===== src/rtl/simon_round_ctrl_if.sv =====
// -----------------------------------------------------------------------------
// simon_round_ctrl_if
//
// Bundles every handshake and data signal of the SIMON round controller.
// The controller connects through the slave modport. The surrounding system
// (cipher top-level, round unit and round-key store) connects through the
// master modport.
//
// Signal groups:
//   input side  : mode, i_block, i_valid, i_ready
//   output side : o_block, o_valid, o_ready
//   key store   : key_rd, key_addr, key_data (data valid 1 cycle after key_rd)
//   round unit  : r_mode, r_block, r_key, r_valid, r_ready, r_result, r_done
// -----------------------------------------------------------------------------
interface simon_round_ctrl_if #(
    parameter int BLOCK_WIDTH = 128,
    parameter int KEY_WIDTH   = 64,
    parameter int CNT_WIDTH   = 7
);
    logic                   mode;
    logic [BLOCK_WIDTH-1:0] i_block;
    logic                   i_valid;
    logic                   i_ready;

    logic [BLOCK_WIDTH-1:0] o_block;
    logic                   o_valid;
    logic                   o_ready;

    logic                   key_rd;
    logic [CNT_WIDTH-1:0]   key_addr;
    logic [KEY_WIDTH-1:0]   key_data;

    logic                   r_mode;
    logic [BLOCK_WIDTH-1:0] r_block;
    logic [KEY_WIDTH-1:0]   r_key;
    logic                   r_valid;
    logic                   r_ready;
    logic [BLOCK_WIDTH-1:0] r_result;
    logic                   r_done;

    // Controller view.
    modport slave (
        input  mode, i_block, i_valid, o_ready, key_data, r_ready, r_result, r_done,
        output i_ready, o_block, o_valid, key_rd, key_addr, r_mode, r_block, r_key, r_valid
    );

    // Surrounding-system view.
    modport master (
        output mode, i_block, i_valid, o_ready, key_data, r_ready, r_result, r_done,
        input  i_ready, o_block, o_valid, key_rd, key_addr, r_mode, r_block, r_key, r_valid
    );
endinterface


===== src/rtl/simon_round_ctrl.sv =====
// -----------------------------------------------------------------------------
// simon_round_ctrl
//
// Sequencing controller for the SIMON round datapath. Accepts one plaintext
// block plus a mode, then per round: reads the round key, issues block and key
// to the external round unit, waits for its result. After 44 rounds
// (mode 0, SIMON 64/128) or 68 rounds (mode 1, SIMON 128/128) the block is
// returned on the output valid/ready port.
//
// Ports:
//   ck    : clock
//   nrst  : synchronous active-low reset
//   bus   : simon_round_ctrl_if.slave (input, output, key-store and
//           round-unit handshakes)
//
// In mode 0 only the lower half of the block and of the round key is
// meaningful; the upper halves are held at zero everywhere in the controller.
// -----------------------------------------------------------------------------
module simon_round_ctrl #(
    parameter int BLOCK_WIDTH = 128,
    parameter int KEY_WIDTH   = 64,
    parameter int ROUNDS_64   = 44,
    parameter int ROUNDS_128  = 68,
    parameter int CNT_WIDTH   = 7
) (
    input  logic              ck,
    input  logic              nrst,
    simon_round_ctrl_if.slave bus
);

    localparam int HALF_BLOCK = BLOCK_WIDTH / 2;
    localparam int HALF_KEY   = KEY_WIDTH / 2;

    localparam logic [CNT_WIDTH-1:0] LAST_64  = CNT_WIDTH'(ROUNDS_64 - 1);
    localparam logic [CNT_WIDTH-1:0] LAST_128 = CNT_WIDTH'(ROUNDS_128 - 1);

    typedef enum logic [2:0] {
        IDLE,
        KEY_REQ,
        KEY_WAIT,
        ISSUE,
        WAIT_RES,
        OUT
    } state_t;

    state_t                 state;
    logic [CNT_WIDTH-1:0]   round_cnt;
    logic [BLOCK_WIDTH-1:0] block_q;
    logic [BLOCK_WIDTH-1:0] o_block_q;
    logic [KEY_WIDTH-1:0]   key_q;
    logic                   mode_q;
    logic                   i_ready_q;
    logic                   o_valid_q;
    logic                   key_rd_q;
    logic                   r_valid_q;

    logic [CNT_WIDTH-1:0]   last_round;

    // Mode 0 carries a 64-bit block in the lower half; clear the rest.
    function automatic logic [BLOCK_WIDTH-1:0] mask_block(input logic m,
                                                          input logic [BLOCK_WIDTH-1:0] b);
        return m ? b : {{HALF_BLOCK{1'b0}}, b[HALF_BLOCK-1:0]};
    endfunction

    function automatic logic [KEY_WIDTH-1:0] mask_key(input logic m,
                                                      input logic [KEY_WIDTH-1:0] k);
        return m ? k : {{HALF_KEY{1'b0}}, k[HALF_KEY-1:0]};
    endfunction

    assign last_round = mode_q ? LAST_128 : LAST_64;

    always_ff @(posedge ck) begin
        // NOTE: the synchronous reset also clears the datapath registers so
        // that every output is at a defined value right after reset.
        if (!nrst) begin
            state     <= IDLE;
            round_cnt <= '0;
            block_q   <= '0;
            o_block_q <= '0;
            key_q     <= '0;
            mode_q    <= 1'b0;
            i_ready_q <= 1'b1;
            o_valid_q <= 1'b0;
            key_rd_q  <= 1'b0;
            r_valid_q <= 1'b0;
        end else begin
            // NOTE: key_rd is a one-cycle strobe: this default is overridden by
            // the later non-blocking assignment on the cycles entering KEY_REQ.
            key_rd_q <= 1'b0;

            unique case (state)
                IDLE: begin
                    if (bus.i_valid && i_ready_q) begin
                        mode_q    <= bus.mode;
                        block_q   <= mask_block(bus.mode, bus.i_block);
                        round_cnt <= '0;
                        i_ready_q <= 1'b0;
                        key_rd_q  <= 1'b1;
                        state     <= KEY_REQ;
                    end
                end

                KEY_REQ: begin
                    state <= KEY_WAIT;
                end

                // The key store answers exactly one cycle after the strobe.
                KEY_WAIT: begin
                    key_q     <= mask_key(mode_q, bus.key_data);
                    r_valid_q <= 1'b1;
                    state     <= ISSUE;
                end

                ISSUE: begin
                    if (bus.r_ready) begin
                        r_valid_q <= 1'b0;
                        state     <= WAIT_RES;
                    end
                end

                // r_done is only honoured here; pulses in other states are dropped.
                WAIT_RES: begin
                    if (bus.r_done) begin
                        block_q <= mask_block(mode_q, bus.r_result);
                        if (round_cnt == last_round) begin
                            o_block_q <= mask_block(mode_q, bus.r_result);
                            o_valid_q <= 1'b1;
                            state     <= OUT;
                        end else begin
                            round_cnt <= round_cnt + 1'b1;
                            key_rd_q  <= 1'b1;
                            state     <= KEY_REQ;
                        end
                    end
                end

                OUT: begin
                    if (bus.o_ready) begin
                        o_valid_q <= 1'b0;
                        i_ready_q <= 1'b1;
                        state     <= IDLE;
                    end
                end

                default: begin
                    state <= IDLE;
                end
            endcase
        end
    end

    assign bus.i_ready  = i_ready_q;
    assign bus.o_block  = o_block_q;
    assign bus.o_valid  = o_valid_q;
    assign bus.key_rd   = key_rd_q;
    assign bus.key_addr = round_cnt;
    assign bus.r_mode   = mode_q;
    assign bus.r_block  = block_q;
    assign bus.r_key    = key_q;
    assign bus.r_valid  = r_valid_q;

endmodule


===== src/flat_wrapper.sv =====
// flat-port wrapper written by rule: the top's interface ports become plain ports
module simon_round_ctrl_flat 
#(
    parameter int BLOCK_WIDTH = 128,
    parameter int KEY_WIDTH   = 64,
    parameter int ROUNDS_64   = 44,
    parameter int ROUNDS_128  = 68,
    parameter int CNT_WIDTH   = 7
)
  (ck, nrst, bus_mode, bus_i_block, bus_i_valid, bus_o_ready, bus_key_data, bus_r_ready, bus_r_result, bus_r_done, bus_i_ready, bus_o_block, bus_o_valid, bus_key_rd, bus_key_addr, bus_r_mode, bus_r_block, bus_r_key, bus_r_valid);
  simon_round_ctrl_if #(.BLOCK_WIDTH(BLOCK_WIDTH), .KEY_WIDTH(KEY_WIDTH), .CNT_WIDTH(CNT_WIDTH)) bus_i ();
  input  logic ck;
  input  logic nrst;
  input wire logic [$bits(bus_i.mode)-1:0] bus_mode;
  input wire logic [$bits(bus_i.i_block)-1:0] bus_i_block;
  input wire logic [$bits(bus_i.i_valid)-1:0] bus_i_valid;
  input wire logic [$bits(bus_i.o_ready)-1:0] bus_o_ready;
  input wire logic [$bits(bus_i.key_data)-1:0] bus_key_data;
  input wire logic [$bits(bus_i.r_ready)-1:0] bus_r_ready;
  input wire logic [$bits(bus_i.r_result)-1:0] bus_r_result;
  input wire logic [$bits(bus_i.r_done)-1:0] bus_r_done;
  output wire logic [$bits(bus_i.i_ready)-1:0] bus_i_ready;
  output wire logic [$bits(bus_i.o_block)-1:0] bus_o_block;
  output wire logic [$bits(bus_i.o_valid)-1:0] bus_o_valid;
  output wire logic [$bits(bus_i.key_rd)-1:0] bus_key_rd;
  output wire logic [$bits(bus_i.key_addr)-1:0] bus_key_addr;
  output wire logic [$bits(bus_i.r_mode)-1:0] bus_r_mode;
  output wire logic [$bits(bus_i.r_block)-1:0] bus_r_block;
  output wire logic [$bits(bus_i.r_key)-1:0] bus_r_key;
  output wire logic [$bits(bus_i.r_valid)-1:0] bus_r_valid;
  assign bus_i.mode = bus_mode;
  assign bus_i.i_block = bus_i_block;
  assign bus_i.i_valid = bus_i_valid;
  assign bus_i.o_ready = bus_o_ready;
  assign bus_i.key_data = bus_key_data;
  assign bus_i.r_ready = bus_r_ready;
  assign bus_i.r_result = bus_r_result;
  assign bus_i.r_done = bus_r_done;
  assign bus_i_ready = bus_i.i_ready;
  assign bus_o_block = bus_i.o_block;
  assign bus_o_valid = bus_i.o_valid;
  assign bus_key_rd = bus_i.key_rd;
  assign bus_key_addr = bus_i.key_addr;
  assign bus_r_mode = bus_i.r_mode;
  assign bus_r_block = bus_i.r_block;
  assign bus_r_key = bus_i.r_key;
  assign bus_r_valid = bus_i.r_valid;
  simon_round_ctrl #(.BLOCK_WIDTH(BLOCK_WIDTH), .KEY_WIDTH(KEY_WIDTH), .ROUNDS_64(ROUNDS_64), .ROUNDS_128(ROUNDS_128), .CNT_WIDTH(CNT_WIDTH)) u_core (.ck(ck), .nrst(nrst), .bus(bus_i));
endmodule

===== config.mk =====
export PLATFORM = sky130hd
export DESIGN_NAME = simon_round_ctrl_flat
export DESIGN_NICKNAME = d
export VERILOG_FILES = /design/src/rtl/simon_round_ctrl_if.sv /design/src/rtl/simon_round_ctrl.sv /design/src/flat_wrapper.sv
export SDC_FILE = /design/constraint.sdc
export NUM_CORES = 1
export LEC_CHECK = 0
export CORE_AREA = 2 2 260 262
export CTS_BUF_LIST = sky130_fd_sc_hd__clkbuf_4
export CTS_CLUSTER_SIZE = 16
export DETAILED_ROUTE_END_ITERATION = 10
export DIE_AREA = 0 0 262 264
export GPL_TIMING_DRIVEN = 0
export PLACE_DENSITY = 0.55
export SYNTH_ARGS = -nofsm -noshare
export SYNTH_HDL_FRONTEND = slang
export SYNTH_SLANG_ARGS = --single-unit

===== constraint.sdc =====
create_clock -name ck -period 2 [get_ports ck]
set_input_delay 0.2 -clock ck [delete_from_list [all_inputs] [get_ports ck]]
set_output_delay 0.2 -clock ck [all_outputs]
set_load 0.03 [all_outputs]

==> metrics.md <==
| Metric | Value |
|---|---|
| Post-Syn Area | 0.0136 mm2 |
| Flops & latches, synth | 335 |
| Synth Flop Type | dfxtp_1 |
| CP delay by family, top | buffers and inverters |
| Aggregate global routing overflow | 0 |
| Number of placement rows | 95 |
| Synthesized area per cell | 8.08 um2 |
| Cell Area, Placed | 0.0212 mm2 |
| Yosys warns | 0 |
| Drt pass-1 iters | 5 |
| Clock-pin slew on the worst setup and hold paths | 0.06 ns |
| Core Footprint | 0.0666 mm2 |
| Initial DRC count | 1,191 |
| Via count | 17,500 |
| Clock Latency Late Sink | 0.87 ns |
| Fin crit period | 1.91 ns |
| Final setup violation count | 0 |
| Req. time, crit path | 2.68 ns |
| Pre-CTS setup slack | -0.992 ns |
| Layout Nets | 3,081 |
| Layout overhead on the synthesized area | 87.8% |
| Leak | 10.6 nW |
| Wire length per cell | 21.3 um |
| Clk sink count | 335 |
| Final hold violation count | 0 |
| Root Driver | clkbuf_4 |
| CP Launch Type | flip-flop |
| Total CTS buffers | 100 |
| First-pass GRT wire length | 113 mm |
| Achievable frequency | 523 MHz |
| Hpwl dp | 59.5 mm |
| Post-route insts no fill | 3,707 |
| Antenna-violating nets left | 0 |
| Die area | 0.0692 mm2 |
| Seq. cell area | 0.00672 mm2 |
| CTS tree | built |
| Largest net degree at the start of global routing | 16 |
| Vias in the first global route | 17,900 |
| H-tree Lvls | 3 |
| Final WS setup | 0.0874 ns |
| Hold WC Path Type | in2reg |
| Met1 usage | 25.5% |
| Share of cells above drive strength 1 | 10.1% |
| Worst Clk Skew | 0.0732 ns |
| Drt total wl | 78.9 mm |
| Die X | 262 um |
| Crit end category | flip-flop |
| Critical path's slowest cell | buf_2 |
| Slew HR | 0.344% |
| Grt peak-use layer | met2 |
| Multi-input logic area | 0.00601 mm2 |
| Die height | 264 um |
| Initial Util | 20.4% |
| Distinct cells, synth | 41 |
| Total track usage | 21.7% |
| DRC Markers | 0 |
| Async SR Flop Fraction | 0% |
| Pwr dens | 1130 mW/mm2 |
| I/O pin total | 659 |
| Via density | 4.72 |
| Maximum vdd drop | 0.660 mV |
| Worst path cell trace | buf_12 -> buf_2 -> clkbuf_1 -> nand2_1 -> o31ai_1 |
| Worst path max stage delay | 0.43 ns |
| Initial antenna violation count | 9 |
| Dpl cells | 3,209 |
| Unrepaired setup endpoints after global routing | yes |
| Slew @ Worst Pin | 1.49 ns |
| Final Util | 38.3% |
| Seq/Total Area, Yosys | 49.4% |
| Buffers on Ports | 656 |
| # fillers | 6,963 |
| Clock Tree Buf Depth | 3 |
| Final period util | 95.6% |
| Syn nets | 2,008 |
| Post-synth EDFFs | 0 |
| Post-route cell area | 0.0255 mm2 |
| Met2 Use GR | 37.2% |
| CP Buf/Inv Count | 3 |
| Final Slew Violations | 0 |
| GPL Wtd Cong | 0.909 |
| Status | finished with violations |
| GR Layer Usage met3 | 5.32% |
| Failing checks | capacitance limit |
| Critical path class | reg2reg |
| Syn Inst Count | 1,680 |
| Max_cap viols | 1 |
| Crit-path max FO | 10 |
| CP arrival | 2.59 ns |
==> metal layers <==
metal	part of all wire, %	vias up	routed length (um)
met5	0.032	-	25
met4	4.1	4	3240
met3	7.9	189	6230
met2	48	806	37500
met1	40	8301	31800
li1	-	8179	-
==> final timing paths <==
check / start / end / slack, ns / cells after the start
hold / removal: bus_r_result[96] / u_core.bus.o_block[96] / 0.11 / 3
setup reg to reg: u_core.bus.r_mode / u_core.bus.o_block[108] / 0.09 / 5
setup / recovery: u_core.bus.r_mode / u_core.bus.o_block[108] / 0.09 / 5
hold reg to reg: u_core.bus.r_key[46] / u_core.bus.r_key[46] / 0.45 / 2
==> worst register-to-register path: stages (launching register included) <==
cell and delay, ns:
dfxtp_1 0.37, buf_12 0.18, buf_2 0.44, clkbuf_1 0.39, nand2_1 0.14, o31ai_1 0.25
==> flip-flops by register name (all words and copies together) (netlist names) <==
name                 count
u_core.bus.r_key        64
u_core.bus.r_valid       1
u_core.state             3
u_core.bus.key_addr      7
u_core.bus.key_rd        1
u_core.bus.o_block     128
u_core.bus.r_block     128
u_core.bus.o_valid       1
u_core.bus.i_ready       1
u_core.bus.r_mode        1
==> kinds of logic after synthesis <==
family,synth area share (%)
AOI/OAI and AO/OA,18.0
adders and majority gates,0.0922
buffers and inverters,6.74
DFF,49.4
and+or+nand+nor,25.8
==> per-stage QoR <==
| stage | hold WS, ns | power [mW] | setup TNS, ns |
|---|---|---|---|
| 6_report | 0.114 | 28.8 | 0 |
| 3_5_place_dp | 0.442 | 22.3 | -159.41 |
| 2_1_floorplan | 0.333 | 16.1 | 0 |
| 3_3_place_gp | 0.439 | 22.1 | -155.35 |
| 5_1_grt | 0.0530 | 30.5 | -0.167 |
| 4_1_cts | 0.0162 | 29.0 | -0.00360 |
==> layout by cell type, fill, tap and decap left out, types with 3 or more instances in the layout <==
cell,instances
nand2_1,361
dfxtp_1,330
clkdlybuf4s50_1,324
dlygate4sd3_1,312
dlygate4sd2_1,307
nand3_1,296
clkbuf_4,147
nor2_1,132
a311oi_1,125
clkbuf_1,73
a21oi_1,70
o21ai_0,67
o31ai_1,57
buf_2,36
buf_6,23
clkinv_1,23
clkbuf_2,19
buf_4,14
o21ai_1,12
clkdlybuf4s15_1,12
clkdlybuf4s15_2,8
diode_2,7
clkinv_2,7
nand2b_1,5
buf_12,5
buf_1,5
o211ai_1,4
dfxtp_2,4
a31oi_1,3
buf_8,3
a311oi_2,3
==> cell type report <==
type | count | share of cell area, %
antenna | 7 | 0.0687
buffer | 177 | 4.24
clock buffer | 140 | 4.12
clock inverter | 36 | 0.746
inverter | 3 | 0.0442
multi-input combinational | 1164 | 23.6
sequential | 335 | 26.3
tap | 873 | 4.29
timing repair buffer | 972 | 36.6
==> timing repair <==
item	CTS	global route
endpoints found under the setup margin	628	165
hold endpoints to repair	312	0
pin swaps	1	2
gates resized for setup	430	46
hold buffers	312	0
cloned	0	0
setup buffers	2	2
==> cell usage after synthesis, drive strengths merged (3+ instances only) <==
cell | n | area (um2)
a21oi | 70 | 350
a311oi | 128 | 1120
a31oi | 3 | 18.8
buf | 81 | 539
clkbuf | 97 | 364
dfxtp | 335 | 6710
inv | 3 | 11.3
nand2 | 361 | 1360
nand2b | 5 | 31.3
nand3 | 297 | 1490
nor2 | 133 | 502
o211ai | 4 | 30.0
o21ai | 79 | 395
o31ai | 57 | 428
==> report_power, final <==
group | switching (mW) | internal [mW] | leakage (nW)
Sequential | 0.876 | 8.12 | 2.73
Combinational | 8.68 | 4.46 | 7.14
Clock | 3.34 | 3.37 | 0.743
Total | 12.9 | 16.0 | 10.6
No activity file was read; power rests on OpenSTA's default activity.
